$ cat src/rtl/serial_addsub_seq.sv
// Bit-serial adder/subtractor: one full adder is reused once per clock, LSB first,
// behind a valid/ready request port and a valid/ready result port.

module add1 (
    input  logic a,
    input  logic b,
    input  logic cin,
    output logic sum,
    output logic cout
);
    assign sum  = a ^ b ^ cin;
    assign cout = (a & b) | (cin & (a ^ b));
endmodule

module serial_addsub_seq #(
    parameter int WIDTH = 4
) (
    input  logic             clk,
    input  logic             rst_n,
    input  logic             in_valid,
    output logic             in_ready,
    input  logic [WIDTH-1:0] a,
    input  logic [WIDTH-1:0] b,
    input  logic             sub,
    output logic             out_valid,
    input  logic             out_ready,
    output logic [WIDTH-1:0] result,
    output logic             carry,
    output logic             overflow,
    output logic             zero,
    output logic             busy
);
    localparam int CNT_W = (WIDTH > 1) ? $clog2(WIDTH) : 1;
    localparam logic [CNT_W-1:0] LAST_BIT = CNT_W'(WIDTH - 1);
    localparam logic [CNT_W-1:0] CNT_ONE  = CNT_W'(1);

    typedef enum logic [1:0] {
        IDLE,
        BUSY,
        DONE
    } state_t;

    state_t           state;
    logic [WIDTH-1:0] a_reg;
    logic [WIDTH-1:0] b_reg;
    logic [CNT_W-1:0] cnt;
    logic [WIDTH-1:0] result_next;
    logic             bit_sum;
    logic             bit_cout;
    logic             c_msb_in;

    // Subtraction is A + ~B + 1: B is inverted at accept and the +1 enters
    // through the carry register, so the adder never knows which op it runs.
    add1 u_add1 (
        .a    (a_reg[cnt]),
        .b    (b_reg[cnt]),
        .cin  (carry),
        .sum  (bit_sum),
        .cout (bit_cout)
    );

    // On the final BUSY edge the carry register still holds the carry into the MSB.
    assign c_msb_in = carry;

    // NOTE: every variable written in always_comb gets a full default first,
    // otherwise the partial bit update below would infer a latch.
    always_comb begin
        result_next      = result;
        result_next[cnt] = bit_sum;
    end

    // NOTE: sequential state uses non-blocking assignments only, so every
    // register samples pre-edge values regardless of statement order.
    always_ff @(posedge clk or negedge rst_n) begin
        if (!rst_n) begin
            state     <= IDLE;
            in_ready  <= 1'b1;
            out_valid <= 1'b0;
            busy      <= 1'b0;
            a_reg     <= '0;
            b_reg     <= '0;
            cnt       <= '0;
            result    <= '0;
            carry     <= 1'b0;
            overflow  <= 1'b0;
            zero      <= 1'b0;
        end else begin
            case (state)
                IDLE: begin
                    if (in_valid) begin
                        a_reg    <= a;
                        b_reg    <= sub ? ~b : b;
                        carry    <= sub;
                        cnt      <= '0;
                        result   <= '0;
                        overflow <= 1'b0;
                        zero     <= 1'b0;
                        state    <= BUSY;
                        in_ready <= 1'b0;
                        busy     <= 1'b1;
                    end
                end
                BUSY: begin
                    result <= result_next;
                    carry  <= bit_cout;
                    if (cnt == LAST_BIT) begin
                        // Counter returns to 0 instead of wrapping past WIDTH-1.
                        cnt       <= '0;
                        overflow  <= c_msb_in ^ bit_cout;
                        zero      <= (result_next == '0);
                        state     <= DONE;
                        busy      <= 1'b0;
                        out_valid <= 1'b1;
                    end else begin
                        cnt <= cnt + CNT_ONE;
                    end
                end
                DONE: begin
                    if (out_ready) begin
                        state     <= IDLE;
                        out_valid <= 1'b0;
                        in_ready  <= 1'b1;
                    end
                end
                default: begin
                    state     <= IDLE;
                    in_ready  <= 1'b1;
                    out_valid <= 1'b0;
                    busy      <= 1'b0;
                    cnt       <= '0;
                end
            endcase
        end
    end
endmodule

$ cat config.mk
export PLATFORM = sky130hd
export DESIGN_NAME = serial_addsub_seq
export DESIGN_NICKNAME = d
export VERILOG_FILES = /design/src/rtl/serial_addsub_seq.sv
export SDC_FILE = /design/constraint.sdc
export NUM_CORES = 1
export LEC_CHECK = 0
export BUFFER_PORTS_ARGS = -buffer_cell sky130_fd_sc_hd__buf_2
export CORE_MARGIN = 10
export CORE_UTILIZATION = 48
export DETAILED_ROUTE_END_ITERATION = 10
export PLACE_DENSITY_LB_ADDON = 0.3
export SLEW_MARGIN = 30
export SYNTH_ARGS = -nofsm -noshare
export SYNTH_HDL_FRONTEND = slang
export SYNTH_HIERARCHICAL = 1
export SYNTH_SLANG_ARGS = --single-unit
$ cat constraint.sdc
create_clock -name clk -period 2.2 [get_ports clk]
set_clock_uncertainty 0.15 [all_clocks]
set_input_delay 0.11 -clock clk [delete_from_list [all_inputs] [get_ports clk]]
set_output_delay 0.11 -clock clk [all_outputs]
set_load 0.02 [all_outputs]
-- Yosys cells after proc, flatten, opt, wreduce, memory -nomap -nowiden
Index checks and enable logic that the tools add are counted.
- bits in registers: 22
- input bits: 13
- word-level logic and storage cells: 74
- add/subtract/negate cells: 1
- $lt $le $gt $ge: 2
- equal/unequal tests: 6
- mux-type cells: 32
- bitwise gates (word level): 10
- reductions and logical operators: 12
- operator list (kind ; number):
    AND reduction 3 bit ; 5
    2-to-1 mux 1 bit ; 12
    case mux 2 bit (3 select lines) ; 2
    2-to-1 mux 2 bit ; 5
    case mux 1 bit (3 select lines) ; 3
    2-to-1 mux 4 bit ; 2
    case mux 4 bit (2 select lines) ; 1
    inequality test 2 bit (second input constant) ; 3
    case mux 1 bit (2 select lines) ; 3
    AND reduction 2 bit ; 3
    binary-select mux 1 bit (select 2 bit) ; 2
    bitwise mux 4 bit ; 1
    == test 2 bit (second input constant) ; 2
    logical NOT 4 bit ; 1
    inverter 4 bit ; 1
    < comparator 2 x 3 -> 1 bit (second input constant) ; 1
    inverter 1 bit ; 3
    XOR 1 bit ; 3
    adder 2 x 1 -> 2 bit (second input constant) ; 1
    AND 1 bit ; 2
    demux 1 bit (select 2 bit) ; 1
    == test 2 x 1 -> 1 bit (second input constant) ; 1
    >= comparator 2 x 1 -> 1 bit (second input constant) ; 1
    logical NOT 2 bit ; 1
    3 further kinds ; 3

-- Longest topological paths before layout
- depth after elaboration: 8
- depth in mapped cells: 5

-- By module
The synthesis kept the hierarchy.
- modules (own cells, without submodules) (module ; times used ; cells an instance ; area an instance (µm²) ; seq. area each (µm²)):
    serial_addsub_seq ; 1 ; 102 ; 1131.1 ; 551.8
    add1 ; 1 ; 1 ; 20.0 ; 0.0

-- Worst setup path before layout
No wires, ideal clock.
- path type: reg2reg
- from: reg cnt[0]
- to: reg result[3]
- arrival: 1.989 ns
- required time: 1.929 ns
- slack: -0.060 ns
- cell stages (with the launch flop): 6
- path buffers: 0
- period minus slack after synthesis: 2.260 ns
- cells stage by stage: dfrtp_1 mux4_2 fa_1 nor2b_1 a21bo_2 a22o_1
- word-level cells in the longest chain between the ends: 6
- elaborated cells on any way between the ends: 13
- RTL lines (what ; RTL line ; RTL):
    start, declared ; 46 ; logic [CNT_W-1:0] cnt;
    start signal, assigned ; 115 ; cnt <= cnt + CNT_ONE;
    binary-select mux 1 bit (select 2 bit) (on tied branches) ; 55, 56 ;
    2-to-1 mux 1 bit (on tied branches) ; 55, 56 ;
    XOR 1 bit * (2 in series) ; 11 ; assign sum = a ^ b ^ cin;
    via bit_sum ; 48 ; logic bit_sum;
    bitwise mux 4 bit * ; 69 ; result_next[cnt] = bit_sum;
    case mux 4 bit (2 select lines) * ; 88 ; case (state)
    end signal, assigned ; 104 ; result <= result_next;
    end, declared ; 27 ; output logic [WIDTH-1:0] result,
The timed path passes the listed nets; every way through them passes the cells marked *. The select of a mux whose other input is x is not followed.
A chain may end at the register's enable or synchronous reset.

-- Worst setup path in the final report
- from: reg cnt[0]
- to: reg result[1]
The elaborated chain is that of the path after synthesis.

==> metrics.md <==
| Metric | Value |
|---|---|
| Status | `complete, but fails checks` |
| Failing checks | `setup timing` |
| Die Wd | `roughly 70 um` |
| H-tree Lvls | `1` |
| Crit path setup slack, layout | `-0.0744 ns` |
| Internal Power | `between 0.001 and 0.0015 W` |
| Clock transition at path regs | `approximately 0.12 ns` |
| Vias per cell | `between 5 and 6` |
| DR DRC count | `0` |
| Synth Area in Compound Gates | `0.183` |
| Sw Ratio | `0.401` |
| Pleak | `about 0.67 nW` |
| GRT overflow | `0` |
| Synth Register Bits | `22` |
| Clock latency on the worst-skew pair | `about 0.3 ns` |
| CP Launch Type | `register` |
| Netlist Area Pre-Place | `about 0.0012 mm2` |
| Routed via count | `roughly 900` |
| Critical Path Source | `cnt[0]$_DFFE_PN0P_` |
| Syn Area/Cell | `~11 um2` |
| Crit Path Max Fanout | `4` |
| Final core occ | `0.643` |
| Net Sw Power | `~0.00089 W` |
| Num CTS Buffers | `3` |
| Crit-path leading delay family | `multiplexers` |
| Sequential power share | `0.347` |
| Type of the tightest min-delay check | `in -> reg` |
| Detailed Routing Iterations Pass 1 | `4` |
| Commonest non-fill, non-tap cells in the layout | `buf_2, dfrtp_1, dlygate4sd3_1, nor2_1, a21oi_1` |
| Detailed placement HPWL | `~1800 um` |
| CP arrival | `2.33 ns` |
| FF-to-FF Start | `cnt[0]$_DFFE_PN0P_` |
| Post-synthesis to final-layout area growth | `25.9%` |
| # diodes | `0` |
| First-pass GRT wire length | `slightly above 4000 um` |
| Crit-path cells | `mux4_2 > fa_1 > nor2b_4 > a21bo_2 > a22o_1` |
| Routability cong. | `around 0.8` |
| Clock share of power | `0.101` |
| Synth Area in XOR/XNOR | `0.0380` |
| Root buf cell | `clkbuf_4` |
| Post-synth EDFFs | `0` |
| Die area | `0.00476 mm2` |
| Logic pwr share | `0.552` |
| Clock Tree Buf Depth | `2` |
| Port-buffer cells | `22` |
| Ys flop type | `dfrtp_1` |
| Post-synthesis mux area share | `0.0870` |
| Fin. Hold Viols | `0` |
| RSZ-0062 raised after global routing | `yes` |
| Min-delay src | `sub` |
| Final std cells w/o fill | `~170` |
| Register area share after synthesis | `0.479` |
| Worst VDD drop | `around 830 uV` |
| Die Y | `about 69 um` |
| Slowest cell on the critical path | `mux4_2` |
| Max Cap Viol | `0` |
| Cell Pwr Density | `between 1500 and 2000 mW/mm2` |
| Slew HR | `0.676` |
| DR iter-0 viols | `43` |
| Ys Warns | `6` |
| Pin count of the biggest net entering global routing | `23` |
| Distinct cells, synth | `36` |
| I/O pins | `23` |
| Synth Area in Adders | `0.0609` |
| Endpoint class of the critical path | `register` |
| Final nets | `around 160` |
| Post-synth ARST share | `1.00` |
| Vias in the first global route | `around 860` |
| Row count | `17` |
| Antenna viol nets, final | `0` |
| Initial antenna violation count | `0` |
| CTS sink count | `22` |
| Routed WL per cell | `between 10 and 15 um` |
| CTS tree | `yes` |
| Commonest non-fill, non-tap cell in the layout | `buf_2` |
| Critical path required time | `between 2 and 2.5 ns` |
| Net Count, Synth | `~120` |
| Core Area | `0.00225 mm2` |
| Syn Inst Count | `just over 100` |
| GRT Util Overall | `0.111` |
| Share of layout cells above drive strength 1 | `0.333` |
| Kind of critical path | `reg -> reg` |
| Worst Path Buf+Inv | `0` |
| Slew Limit Fails | `0` |
| Critical path's largest stage delay | `0.54 ns` |
| Min Clock Period, post-route | `about 2.3 ns` |
| Slew @ Worst Pin | `roughly 0.49 ns` |
| Post-Synth Simple-Gate Area | `0.115` |
| Cell count after placement | `151` |
| Starting Density | `0.511` |
| Final Setup Violations | `4` |
| Period utilization | `1.03` |
| Fmax achieved | `440 MHz` |
| Main combinational cell family by area after synthesis | `compound AO/OA/AOI/OAI gates` |
| Post-Route WL | `around 2500 um` |
power by group through the flow:
stage	sequential, W	clock, W	combinational, W
finish	0.000772	0.000224	0.00123
global route	0.000802	0.000251	0.00134
CTS	0.000778	0.000232	0.00124
detailed placement	0.000788	0	0.00120
global placement	0.000773	0	0.00117
floorplan	0.000810	0	0.000868
repair_timing:
action,4_1_cts,5_1_grt
setup endpoints to repair,4,6
gates resized for setup,0,1
hold buffers,10,0
pin swaps,1,1
cloned,0,0
buffers inserted,1,0
hold endpoints to repair,32,0
final cells by class:
type / instances / area (um2)
clock buffer: 4 / 36.3
fill: 191 / 806
inverter: 3 / 11.3
multi-input combinational: 72 / 567
sequential: 22 / 552
tap: 28 / 35.0
timing repair buffer: 37 / 248
per-layer routing:
layer  wire (um)  up-vias  global-route usage
met1        1080      420               0.136
met2        1220       23               0.187
met4          20        0              0.0296
met5           0        -                   0
met3         156        4              0.0306
li1            -      438                   -
synthesized netlist by cell type (3+ instances only):
master / instances / area [um2]
a21bo_2: 4 / 40.0
a21oi_1: 7 / 35.0
a22o_1: 4 / 35.0
clkbuf_1: 3 / 11.3
dfrtp_1: 21 / 526
ha_1: 4 / 50.1
nand2_1: 5 / 18.8
nand2b_1: 3 / 18.8
nor2_1: 9 / 33.8
nor2b_1: 4 / 25.0
o21ai_1: 4 / 20.0
xnor2_1: 5 / 43.8
worst register-to-register path, delay by kind of cell (launching register included):
family	cells	cell delay (ns)
AOI/OAI and AO/OA	2	0.39
adders and majority gates	1	0.51
DFF	1	0.43
muxes	1	0.54
and+or+nand+nor	1	0.16
path summary, 6_finish.rpt:
| kind | to | slack (ns) | cells after the start |
|---|---|---|---|
| max in group asynchronous | in_ready$_DFFE_PN1P_ | 1.42 | 2 |
| hold / removal | carry$_DFFE_PN0P_ | 0.02 | 3 |
| hold reg to reg | a_reg[2]$_DFFE_PN0P_ | 0.35 | 1 |
| setup / recovery | result[1]$_DFFE_PN0P_ | -0.07 | 5 |
| setup reg to reg | result[1]$_DFFE_PN0P_ | -0.07 | 5 |
| min in group asynchronous | result[0]$_DFFE_PN0P_ | 0.13 | 2 |
stage by stage:
stage	power (W)	hold WS, ns	cell area, um2	TNS [ns]	setup WS, ns
floorplan	0.00168	-0.336	1160	-0.0803	-0.0201
global placement	0.00194	-0.0594	1300	-0.0127	-0.00412
global route	0.00240	0.0340	1450	-0.469	-0.118
detailed placement	0.00199	-0.0406	1300	-0.221	-0.0771
finish	0.00222	0.0231	1450	-0.268	-0.0744
CTS	0.00225	0.0136	1450	-0.260	-0.0772
cell families (layout without fill, tap and decap cells):
logic type | after synthesis | in the layout
buffers and inverters | 9 | 44
xor gates and xnor gates | 5 | 5
adders and majority gates | 5 | 5
muxes | 7 | 7
and+or+nand+nor | 26 | 26
DFF | 22 | 22
AOI/OAI and AO/OA | 29 | 29
No activity file was read; power rests on OpenSTA's default activity.
